[config.mk]
export PLATFORM = sky130hd
export DESIGN_NAME = qeciphy_tx_scheduler
export DESIGN_NICKNAME = d
export VERILOG_FILES = /design/src/rtl/qeciphy_tx_scheduler.sv
export SDC_FILE = /design/constraint.sdc
export NUM_CORES = 1
export LEC_CHECK = 0
export CORE_MARGIN = 10
export CORE_UTILIZATION = 30
export DETAILED_ROUTE_END_ITERATION = 6
export HOLD_SLACK_MARGIN = 0.05
export PLACE_DENSITY = 0.69
export SYNTH_ARGS = -nofsm -noshare
export SYNTH_HDL_FRONTEND = slang
export SYNTH_SLANG_ARGS = --single-unit
export TNS_END_PERCENT = 20
[constraint.sdc]
create_clock -name clk_i -period 1.9 [get_ports clk_i]
set_input_delay 0.19 -clock clk_i [delete_from_list [all_inputs] [get_ports clk_i]]
set_output_delay 0.19 -clock clk_i [all_outputs]
set_load 0.05 [all_outputs]
[src/rtl/qeciphy_tx_scheduler.sv]
// qeciphy_tx_scheduler
// Shares the single QECIPHY TX frame slot between training patterns, control
// frames, periodic heartbeats and user data. The link mode is decoded every
// cycle from the link controller's enables. A new frame is chosen only when
// the output register is free or is being consumed downstream.
//
// Parameter constraints: DATA_W >= 16, HB_INTERVAL >= 4, and ctrl_code_i must
// be non-zero because code 0x00 identifies a heartbeat.
module qeciphy_tx_scheduler #(
   parameter int unsigned DATA_W        = 64,
   parameter int unsigned HB_INTERVAL   = 1024,
   parameter logic [63:0] TRAIN_PATTERN = 64'hBC50_BC50_BC50_BC50
) (
   input  logic              clk_i,
   input  logic              rst_n_i,
   input  logic              tx_link_enable_i,
   input  logic              tx_data_enable_i,
   input  logic              rx_ready_i,
   input  logic [DATA_W-1:0] user_tdata_i,
   input  logic              user_tvalid_i,
   output logic              user_tready_o,
   input  logic              ctrl_req_i,
   input  logic [7:0]        ctrl_code_i,
   output logic              ctrl_ack_o,
   output logic [DATA_W-1:0] frame_data_o,
   output logic [1:0]        frame_type_o,
   output logic              frame_valid_o,
   input  logic              frame_ready_i
);

   localparam int unsigned       HB_CNT_W   = (HB_INTERVAL > 1) ? $clog2(HB_INTERVAL) : 1;
   localparam logic [HB_CNT_W-1:0] HB_LAST  = HB_CNT_W'(HB_INTERVAL - 1);
   localparam logic [DATA_W-1:0] TRAIN_WORD = DATA_W'(TRAIN_PATTERN);

   typedef enum logic [1:0] {
      MODE_OFF   = 2'd0,
      MODE_TRAIN = 2'd1,
      MODE_DATA  = 2'd2
   } mode_e;

   typedef enum logic [1:0] {
      FT_IDLE  = 2'b00,
      FT_TRAIN = 2'b01,
      FT_CTRL  = 2'b10,
      FT_DATA  = 2'b11
   } frame_type_e;

   // ------------------------------------------------------------------
   // State
   // ------------------------------------------------------------------
   mode_e                mode_q;
   mode_e                mode_d;
   logic [HB_CNT_W-1:0]  hb_cnt_q;
   logic                 hb_pending_q;
   logic                 last_ctrl_q;
   logic [DATA_W-1:0]    frame_data_q;
   frame_type_e          frame_type_q;
   logic                 frame_valid_q;

   // ------------------------------------------------------------------
   // Derived per-cycle strobes
   // ------------------------------------------------------------------
   logic                 link_on;
   logic                 leaving_off;
   logic                 hb_pending_eff;
   logic                 hb_wrap;
   logic                 load;
   logic                 data_offer;

   // Arbitration result
   frame_type_e          sel_type;
   logic [DATA_W-1:0]    sel_data;
   logic                 take_ctrl;
   logic                 take_hb;

   // Mode register: remembers the previous cycle's mode so that leaving OFF
   // can be detected.
   always_ff @(posedge clk_i or negedge rst_n_i) begin
      if (!rst_n_i) begin
         mode_q <= MODE_OFF;
      end else begin
         // NOTE: clocked state always uses non-blocking assignments so every
         // register samples the pre-edge values of every other register.
         mode_q <= mode_d;
      end
   end

   // Next mode is a pure decode of the enables; any transition takes one cycle.
   always_comb begin
      // NOTE: every combinational output gets a default before any branch,
      // which guarantees no latch is inferred on an uncovered path.
      mode_d = MODE_OFF;
      if (tx_link_enable_i) begin
         mode_d = tx_data_enable_i ? MODE_DATA : MODE_TRAIN;
      end
   end

   assign link_on     = (mode_d != MODE_OFF);
   assign data_offer  = (mode_d == MODE_DATA) && user_tvalid_i;

   // Coming out of OFF counts as an already-pending heartbeat. The first slot
   // after enable then advertises rx_ready without waiting a full interval.
   assign leaving_off    = (mode_q == MODE_OFF) && link_on;
   assign hb_pending_eff = hb_pending_q || leaving_off;

   // A slot opens when the output register is empty or drains this cycle.
   assign load    = link_on && (!frame_valid_q || frame_ready_i);
   assign hb_wrap = link_on && (hb_cnt_q == HB_LAST);

   // Slot arbiter: fixed priority, with a fairness override so that a run of
   // control frames cannot starve waiting user data.
   always_comb begin
      sel_type  = FT_IDLE;
      sel_data  = '0;
      take_ctrl = 1'b0;
      take_hb   = 1'b0;

      if (last_ctrl_q && data_offer) begin
         sel_type = FT_DATA;
         sel_data = user_tdata_i;
      end else if (ctrl_req_i) begin
         sel_type      = FT_CTRL;
         sel_data[7:0] = ctrl_code_i;
         sel_data[8]   = rx_ready_i;
         take_ctrl     = 1'b1;
      end else if (hb_pending_eff) begin
         sel_type    = FT_CTRL;
         sel_data[8] = rx_ready_i;
         take_hb     = 1'b1;
      end else if (data_offer) begin
         sel_type = FT_DATA;
         sel_data = user_tdata_i;
      end else if (mode_d == MODE_TRAIN) begin
         sel_type = FT_TRAIN;
         sel_data = TRAIN_WORD;
      end else begin
         sel_type = FT_IDLE;
         sel_data = '0;
      end
   end

   // Handshakes only fire on a real slot. In OFF or in a stall, load is low,
   // so both stay low.
   assign user_tready_o = load && (sel_type == FT_DATA);
   assign ctrl_ack_o    = load && take_ctrl;

   // Heartbeat interval counter: free-running while the link is up, held at 0 in OFF.
   always_ff @(posedge clk_i or negedge rst_n_i) begin
      if (!rst_n_i) begin
         hb_cnt_q <= '0;
      end else if (!link_on || hb_wrap) begin
         hb_cnt_q <= '0;
      end else begin
         hb_cnt_q <= hb_cnt_q + HB_CNT_W'(1);
      end
   end

   // Heartbeat request flag. It is a single bit, so a wrap while a heartbeat
   // is still owed does not queue a second one. A wrap in the same cycle as a
   // heartbeat load re-arms the flag.
   always_ff @(posedge clk_i or negedge rst_n_i) begin
      if (!rst_n_i) begin
         hb_pending_q <= 1'b0;
      end else if (!link_on) begin
         hb_pending_q <= 1'b0;
      end else begin
         hb_pending_q <= (hb_pending_eff && !(load && take_hb)) || hb_wrap;
      end
   end

   // Fairness memory: records whether the most recently loaded frame was CTRL.
   always_ff @(posedge clk_i or negedge rst_n_i) begin
      if (!rst_n_i) begin
         last_ctrl_q <= 1'b0;
      end else if (!link_on) begin
         last_ctrl_q <= 1'b0;
      end else if (load) begin
         last_ctrl_q <= (sel_type == FT_CTRL);
      end
   end

   // Output frame register. It is written only on a slot. Dropping the link
   // aborts the in-flight frame even if downstream is stalled.
   always_ff @(posedge clk_i or negedge rst_n_i) begin
      if (!rst_n_i) begin
         frame_data_q  <= '0;
         frame_type_q  <= FT_IDLE;
         frame_valid_q <= 1'b0;
      end else if (!link_on) begin
         frame_valid_q <= 1'b0;
      end else if (load) begin
         frame_data_q  <= sel_data;
         frame_type_q  <= sel_type;
         frame_valid_q <= 1'b1;
      end
   end

   assign frame_data_o  = frame_data_q;
   assign frame_type_o  = frame_type_q;
   assign frame_valid_o = frame_valid_q;

endmodule

==> results of run 1 <==
[kinds of logic (layout without fill, tap and decap cells)]
family                     after synthesis  in the layout
AOI/OAI and AO/OA                       78             78
buffers and inverters                   21            188
DFF                                     81             81
adders and majority gates                1              1
and+or+nand+nor                        105            105
xor gates and xnor gates                 8              8
[sequential cells by signal, summed over array words and instances (netlist names)]
name	flops
frame_type_o	2
frame_valid_o	1
mode_q	2
last_ctrl_q	1
hb_cnt_q	10
frame_data_o	64
hb_pending_q	1
[final timing paths]
path / endpoint / from
max: user_tready_o / hb_pending_q$_DFF_PN0_
min: frame_data_o[33]$_DFFE_PN0P_ / rst_n_i
max reg2reg: frame_data_o[6]$_DFFE_PN0P_ / hb_pending_q$_DFF_PN0_
min reg2reg: frame_data_o[22]$_DFFE_PN0P_ / frame_data_o[22]$_DFFE_PN0P_
max in group asynchronous: frame_type_o[0]$_DFFE_PN0P_ / rst_n_i
min in group clk_i: frame_data_o[15]$_DFFE_PN0P_ / user_tdata_i[15]
[metal layers]
metal	vias up	global-route usage (%)	share of wire, %
li1	1356	-	-
met1	1377	15.8	43
met2	101	21.2	47
met3	14	5.53	8.0
met4	0	4.93	2.3
met5	-	0	0
[synth_stat cells (4+ instances only)]
library cell	number
o211ai_1	4
xnor2_1	4
o21ai_1	5
o21ai_0	23
inv_1	4
dfrtp_1	81
nor2_1	40
a221o_1	7
nand3_1	4
and2_0	6
a22o_1	29
xor2_1	4
nand2_1	37
clkbuf_1	9
[area by class of cell]
cell class              instances  area (um2)
well taps                     140         175
repair buffers                168        1740
inverters                       4        15.0
flip-flops and latches         81        2030
fillers                       974        5490
clock inverters                 4        27.5
multi-input cells             192        1170
clock buffers                  12         155
[report_power, final]
group / switching, mW / leakage, nW / internal, mW
Clock: 0.614 / 0.0846 / 0.545
Sequential: 0.0591 / 1.10 / 1.82
Combinational: 0.559 / 1.13 / 0.401
[worst max-delay path: stages, from the launching register on]
cell	delay, ns
dfrtp_1	0.38
nor2_1	0.17
o21ai_2	0.11
a211oi_4	0.28
buf_12	0.18
buf_12	0.14
[stage by stage]
step | power (mW) | setup WS, ns
6_report | 4.00 | 0.112
5_1_grt | 4.20 | 0.00124
4_1_cts | 4.06 | 0.0435
3_5_place_dp | 2.88 | 0.0928
3_3_place_gp | 2.87 | 0.125
2_1_floorplan | 2.39 | 0.0501
[repair_timing]
action,in CTS,in global routing
hold buffers,1,0
endpoints found under the hold margin,38,0
gates resized for setup,0,2
setup endpoints to repair,0,2
==> flow_summary_export.csv, run 1 <==
group,metric,value,unit
clocking,clk_latency,0.34,ns
synthesis,async_flop_share,100,%
sta,fin_hold_ws,0.381,ns
floorplan,die_h,125,um
floorplan,initial_core_util,30.4,%
worst_setup_path,required,1.71,ns
finish,final_cells,601,
worst_setup_path,path_max_fanout,11,
worst_hold_path,hold_path.class,"input pin to asynchronous set/reset pin",
floorplan,boundaryPins,149,
synthesis,synth_edf_count,0,
clocking,post_cts_buffers,0,
worst_setup_path,crit_type,"flop to output port",
synthesis,synthTopCellsByArea,"dfrtp_1, a22o_1, nor2_1",
synthesis,synth-xor-area-share,2.14,%
global_routing,grt_usage,13.4,%
floorplan,rows,38,
synthesis,synth_fa_ha_area_share,0.382,%
worst_setup_path,critPathLaunchType,"flop",
sta,setup_viol,0,
detailed_routing,antenna_left,0,
detailed_routing,via_per_inst,4.74,
clocking,clockBufferDepth,2,
finish,drive_gt1_share,9.98,%
finish,area_growth,61.8,%
sta,min_period,1.79,ns
finish,final_cell_mix,"clkdlybuf4s50_1, dfrtp_1, nor2_1",
clocking,cts_root_buf,"clkbuf_8",
sta,fin_skew,0.00928,ns
synthesis,syn_area_per_cell,11.2,um2
detailed_routing,drt_wl_total,10.4,mm
detailed_routing,wl_per_cell,17.2,um
floorplan,dieWidth,125,um
power,p_leak,2.31,nW
sta,slew_violations,0,
synthesis,ys_dominant_reg_cell,"dfrtp_1",
synthesis,synth_cell_type_count,37,
worst_setup_path,rrSetupSlack,0.35,ns
worst_setup_path,cp-end-kind,"output port",
placed_design,numPlacedInstances,584,
global_routing,grt_max_degree,44,
finish,utilization,49.2,%
sta,fmax,0.559,GHz
detailed_routing,drc_errors,0,
placed_design,gp_congestion,0.838,
synthesis,synthMuxAreaShare,0,%
clocking,cts_sinks,81,
global_routing,overflow,0,
synthesis,synth_compound_area_share,17.6,%
finish,antenna_cells,0,
clocking,numCtsBuffers,9,
worst_setup_path,ff2ff_path_depth,6,
clocking,htreeDepth,3,
placed_design,place_area,5100,um2
synthesis,synth_top_family_by_area,"compound AO/OA/AOI/OAI gates",
global_routing,grt_antenna_before_repair,1,
sta,period_share,94.1,%
placed_design,port_buffers,148,
floorplan,fp.dieArea,15500,um2
power,max-vdd-ir-drop,0.000395,V
clocking,cts_tree,"built",
placed_design,dp_hpwl,7.96,mm
sta,tightest_slew,0.566,ns
sta,hold_viol,0,
detailed_routing,first_iter_violations,136,
sta,rsz0062_at_grt,"false",
finish,layout_commonest_cell,"clkdlybuf4s50_1",
global_routing,grt_pass1_wl,17.1,mm
finish,layout.cell_area.non_filler,5310,um2
floorplan,design.core.area,10800,um2
sta,tns,0,ns
synthesis,ys_ff_latch,81,
synthesis,yosys.area.top_type,"dfrtp_1",
sta,relSlewSlack,62.1,%
finish,nets,537,
run,cap_violations,0,
synthesis,seq_area_frac_synth,61.8,%
synthesis,ys_warn_count,0,
synthesis,synth_top_area_share,61.8,%
synthesis,syn_area,3280,um2
clocking,cts.clk_slew.worst_paths,0.08,ns
global_routing,grt_pass1_vias,2990,
synthesis,yosys.area_share.simple,14.7,%
synthesis,syn_inst,294,
worst_setup_path,critPathArrivalTime,1.60,ns
synthesis,synth_nets,375,
status,status,"completed",
detailed_routing,drt_first_pass_iters,4,
detailed_routing,vias,2848,
power,power_density,754,nW/um2
No activity file was read; power rests on OpenSTA's default activity.
==> inputs of run 2 (changes only) <==
Clock period 1.9 ns to 1.85 ns, I/O delays scaled along.
==> run 2 against run 1 <==
  * Critical path depth up 1
  * Worst setup slack worse by 0.031 ns
  * Clock power up 12%
  * Highest routed layer unchanged
  * Register-to-register slack worse by 0.02 ns
  * Die area unchanged
  * First-iteration DRC count down 11%
  * Non-clock buffer count up 7
  * Combinational power up 4.1%
  * Utilization up 0.58 points
  * Design area up 1.2%
  * Sequential share of layout area down 0.45 points
==> flow_summary_export.csv, run 2 (synthesized netlist as in run 1, its figures left out) <==
group,metric,value,unit
status,status,"completed",
sta,tns,0,ns
sta,setup_ws,0.0815,ns
power,power_density,787,nW/um2
sta,tightest_slew,0.561,ns
clocking,htreeDepth,3,
detailed_routing,drt_first_pass_iters,4,
finish,fill_cells,1008,
detailed_routing,antenna_left,0,
floorplan,dieWidth,125,um
detailed_routing,wl_met2,5.10,mm
detailed_routing,via_per_inst,4.69,
placed_design,dp_hpwl,8.18,mm
placed_design,post-place-ws,0.0496,ns
worst_setup_path,max_stage_delay,0.56,ns
finish,area_growth,63.7,%
worst_setup_path,critPathArrivalTime,1.58,ns
finish,drive_gt1_share,11.3,%
sta,rsz0062_at_grt,"false",
floorplan,design.core.area,10800,um2
worst_setup_path,required,1.66,ns
placed_design,port_buffers,148,
finish,layout.cell_area.non_filler,5370,um2
placed_design,numPlacedInstances,586,
worst_setup_path,path_max_fanout,10,
detailed_routing,wl_per_cell,17.5,um
sta,min_period,1.77,ns
detailed_routing,wl_met3,804,um
worst_setup_path,cpMaxStageDelayCell,"clkdlybuf4s50_1",
finish,nets,544,
placed_design,place_area,5120,um2
sta,slew_violations,0,
global_routing,overflow,0,
worst_setup_path,crit_type,"input pin to output port",
global_routing,grt_max_degree,44,
clocking,cts_root_buf,"clkbuf_8",
finish,antenna_cells,0,
clocking,clockBufferDepth,2,
floorplan,boundaryPins,149,
worst_setup_path,worstPathCellList,"clkdlybuf4s50_1, buf_4, nand2_2, a211oi_4, buf_12, buf_12",
power,total_power,4.23,mW
power,p_leak,2.36,nW
worst_setup_path,cp-end-kind,"output port",
detailed_routing,drc_errors,0,
run,cap_violations,0,
global_routing,grt_pass1_vias,3034,
power,max-vdd-ir-drop,0.000307,V
sta,fmax,0.565,GHz
detailed_routing,wl_met1,4.60,mm
finish,final_cell_mix,"clkdlybuf4s50_1, dfrtp_1, nor2_1",
sta,period_share,95.6,%
sta,relSlewSlack,62.5,%
sta,fin_skew,0.00988,ns
clocking,clk_latency,0.35,ns
sta,setup_viol,0,
placed_design,gp_congestion,0.849,
worst_setup_path,critPathLaunchType,"input pin",
worst_setup_path,crit_top_cell,"buf_12",
floorplan,die_h,125,um
clocking,cts.clk_slew.worst_paths,0.08,ns
floorplan,fp.dieArea,15500,um2
global_routing,grt_pass1_wl,17.3,mm
worst_setup_path,ff2ff_path_depth,6,
sta,fin_hold_ws,0.373,ns
finish,largest_register_ffs,64,
detailed_routing,top_layer_used,"met4",
worst_hold_path,hold_path.class,"input pin to asynchronous set/reset pin",
finish,final_cells,607,
finish,layout_commonest_cell,"clkdlybuf4s50_1",
detailed_routing,vias,2847,
detailed_routing,drt_wl_total,10.6,mm
floorplan,rows,38,
floorplan,initial_core_util,30.4,%
finish,utilization,49.7,%
detailed_routing,first_iter_violations,121,
clocking,numCtsBuffers,9,
clocking,cts_sinks,81,
clocking,cts_tree,"built",
global_routing,grt_antenna_before_repair,0,
global_routing,grt_usage,13.7,%
sta,hold_viol,0,
run 2: path summary, 6_finish.rpt:
path | slack (ns) | end | startpoint
worst max-delay path | 0.08 | user_tready_o | tx_link_enable_i
worst min-delay path | 0.37 | frame_data_o[39]$_DFFE_PN0P_ | rst_n_i
worst max register to register | 0.33 | frame_data_o[1]$_DFFE_PN0P_ | last_ctrl_q$_DFFE_PN0P_
worst min register to register | 0.48 | frame_data_o[12]$_DFFE_PN0P_ | frame_data_o[12]$_DFFE_PN0P_
max in group asynchronous | 0.86 | frame_data_o[63]$_DFFE_PN0P_ | rst_n_i
min in group clk_i | 0.42 | frame_data_o[44]$_DFFE_PN0P_ | user_tdata_i[44]
run 2: power by group:
| group | internal (mW) | switching, mW |
|---|---|---|
| logic | 0.422 | 0.578 |
| registers | 1.87 | 0.0597 |
| clock network | 0.687 | 0.610 |
run 2: routing by layer:
layer / up-vias / GRT usage [%]
met1: 1376 / 16.0
met3: 11 / 5.23
met5: - / 0
met4: 0 / 3.91
met2: 91 / 22.7
li1: 1369 / -
run 2: repair_timing:
action / in CTS / in global routing
setup buffers: 0 / 5
endpoints found under the hold margin: 38 / 0
hold buffers: 1 / 0
gates resized for setup: 0 / 4
endpoints found under the setup margin: 0 / 2
run 2: cell type report:
class | count | area [um2] | area share, %
Inverter | 4 | 15.0 | 0.280
Clock inverter | 3 | 40.0 | 0.746
Clock buffer | 12 | 155 | 2.89
Tap cell | 140 | 175 | 3.26
Multi-Input combinational cell | 192 | 1160 | 21.7
Sequential cell | 81 | 2030 | 37.8
Timing Repair Buffer | 175 | 1790 | 33.4
run 2: critical path: cells and delay by family:
family	cells	cell delay, ns
AOI/OAI and AO/OA	1	0.22
buffers and inverters	4	1.06
and+or+nand+nor	1	0.11
==> inputs of run 3 (changes only) <==
--- a/config.mk
+++ b/config.mk
@@ -9,6 +9,8 @@
 export CORE_UTILIZATION = 30
 export DETAILED_ROUTE_END_ITERATION = 6
+export GPL_ROUTABILITY_DRIVEN = 0
 export HOLD_SLACK_MARGIN = 0.05
 export PLACE_DENSITY = 0.69
+export RECOVER_POWER = 100
 export SYNTH_ARGS = -nofsm -noshare
 export SYNTH_HDL_FRONTEND = slang
==> constraint.sdc (replaced) <==
create_clock -name clk_i -period 1.85 [get_ports clk_i]
set_input_delay 0.37 -clock clk_i [delete_from_list [all_inputs] [get_ports clk_i]]
set_output_delay 0.37 -clock clk_i [all_outputs]
set_load 0.05 [all_outputs]
==> run 3 against run 2 <==
  * The run now ends with negative setup slack left
  * Sequential power about the same
  * Final cell count up 0.99%
  * Power down 4.8%
  * Clock-buffer cell count down 1
  * First-iteration DRC count up 22%
  * Combinational power down 12%
  * Maximum frequency down 4.4%
  * Die area unchanged
  * Clock power down 7%
==> flow_summary_export.csv, run 3 (synthesized netlist as in run 1, its figures left out) <==
group,metric,value,unit
sta,min_period,1.85,ns
worst_setup_path,cp-endpoint,"user_tready_o",
floorplan,dieWidth,125,um
status,status,"finished, violations left",
worst_setup_path,ff2ff_path_depth,6,
worst_setup_path,rr_startpoint,"frame_valid_o$_DFFE_PN0P_",
worst_setup_path,critPathLaunch,"hb_pending_q$_DFF_PN0_",
power,power_density,824,nW/um2
global_routing,grt_usage,13.4,%
worst_setup_path,crit_type,"flop to output port",
global_routing,grt_max_degree,47,
finish,nets,549,
clocking,cts_tree,"built",
sta,tightest_slew,0.687,ns
sta,fin_skew,0.00852,ns
worst_setup_path,cp-end-kind,"output port",
sta,slew_violations,0,
placed_design,dp_hpwl,8.13,mm
floorplan,initial_core_util,30.4,%
sta,fmax,0.540,GHz
sta,setup_viol,1,
floorplan,fp.dieArea,15500,um2
clocking,htreeDepth,3,
sta,hold_viol,0,
detailed_routing,first_iter_violations,148,
detailed_routing,vias,2913,
finish,multiInputGateArea,1180,um2
sta,period_share,100,%
detailed_routing,drt_first_pass_iters,5,
worst_hold_path,hold_start,"tx_link_enable_i",
sta,setup_ws,-0.000503,ns
worst_setup_path,critPathLaunchType,"flop",
clocking,numCtsBuffers,9,
finish,area_growth,48.9,%
finish,fill_cells,1076,
sta,fin_hold_ws,0.444,ns
worst_setup_path,r2r-end,"frame_data_o[43]$_DFFE_PN0P_",
worst_setup_path,required,1.48,ns
power,max-vdd-ir-drop,0.000413,V
detailed_routing,drt_wl_total,10.6,mm
placed_design,place_area,4920,um2
worst_setup_path,critPathArrivalTime,1.48,ns
global_routing,grt_pass1_vias,3002,
sta,tns,-0.000503,ns
finish,regArea,2030,um2
floorplan,die_h,125,um
detailed_routing,wl_per_cell,17.3,um
global_routing,grt_antenna_before_repair,2,
clocking,clk_latency,0.35,ns
power,p_leak,2.20,nW
detailed_routing,drc_errors,0,
detailed_routing,antenna_left,0,
clocking,cts_root_buf,"clkbuf_8",
status,violations,"negative setup slack",
finish,drive_gt1_share,12.1,%
run,cap_violations,0,
detailed_routing,via_per_inst,4.75,
global_routing,overflow,0,
floorplan,design.core.area,10800,um2
clocking,cts.clk_slew.worst_paths,0.08,ns
finish,final_cell_mix,"dfrtp_1, clkdlybuf4s50_1, clkbuf_1",
sta,rsz0062_at_grt,"true",
floorplan,rows,38,
floorplan,boundaryPins,149,
global_routing,grt_pass1_wl,16.8,mm
worst_setup_path,path_max_fanout,3,
finish,layout.cell_area.non_filler,4880,um2
finish,largest_register_ffs,64,
finish,layout_commonest_cell,"dfrtp_1",
placed_design,post-place-ws,-0.272,ns
sta,relSlewSlack,54.4,%
clocking,clockBufferDepth,2,
clocking,cts_sinks,81,
worst_hold_path,hold_path.class,"input pin to flop",
placed_design,port_buffers,148,
worst_setup_path,rrSetupSlack,0.15,ns
-- run 3: cell types whose count changed in the layout (fill, tap and decap cells not counted), moves of 3 or more --
cell	change
o21ai_1	-4
buf_4	+7
buf_12	-7
clkbuf_1	+70
o21ai_0	+4
clkbuf_2	+3
dlygate4sd2_1	+4
clkdlybuf4s50_1	-72
-- run 3: per-stage QoR --
step	util [%]	total power, mW	instances
floorplan	-	2.45	294
global placement	45.6	2.92	591
detailed placement	45.6	2.93	591
CTS	47.8	4.18	610
global route	45.2	4.23	612
finish	45.2	4.02	613
-- run 3: worst min path at each step --
stage,to,slack [ns],depth (start not counted)
after floorplan,frame_data_o[0]$_DFFE_PN0P_,0.07,0
after global placement,frame_data_o[39]$_DFFE_PN0P_,0.30,1
after detailed placement,frame_data_o[33]$_DFFE_PN0P_,0.30,1
after CTS,frame_valid_o$_DFFE_PN0P_,0.42,2
after global routing,frame_valid_o$_DFFE_PN0P_,0.44,2
final,frame_valid_o$_DFFE_PN0P_,0.44,2
-- run 3: final cells by class --
type	instances	share of cell area, %
flip-flops and latches	81	41.5
repair buffers	180	26.7
multi-input cells	192	24.2
well taps	140	3.59
clock buffers	11	2.69
clock inverters	4	0.923
inverters	4	0.308
diodes	1	0.0513
-- run 3: power by group --
part	internal [mW]	switching (mW)
logic	0.301	0.579
registers	1.87	0.0611
clock network	0.611	0.601
-- run 3: layer usage --
layer	global-route usage (%)	vias up	wire, um
met1	16.4	1411	4600
met3	5.62	16	824
met2	20.5	106	4930
li1	-	1380	-
met4	4.93	0	242
met5	0	-	0
-- run 3: what timing repair did --
action	4_1_cts	5_1_grt
setup endpoints to repair	2	2
pin swaps	4	3
resized for setup	16	0
hold endpoints to repair	23	0
hold buffers	1	0
buffers inserted	3	2
-- run 3: critical path, stage by stage (launching register included) --
cell and delay [ns]:
dfrtp_1 0.39, nor2_2 0.14, o21ai_2 0.10, a211oi_4 0.31
buf_12 0.18
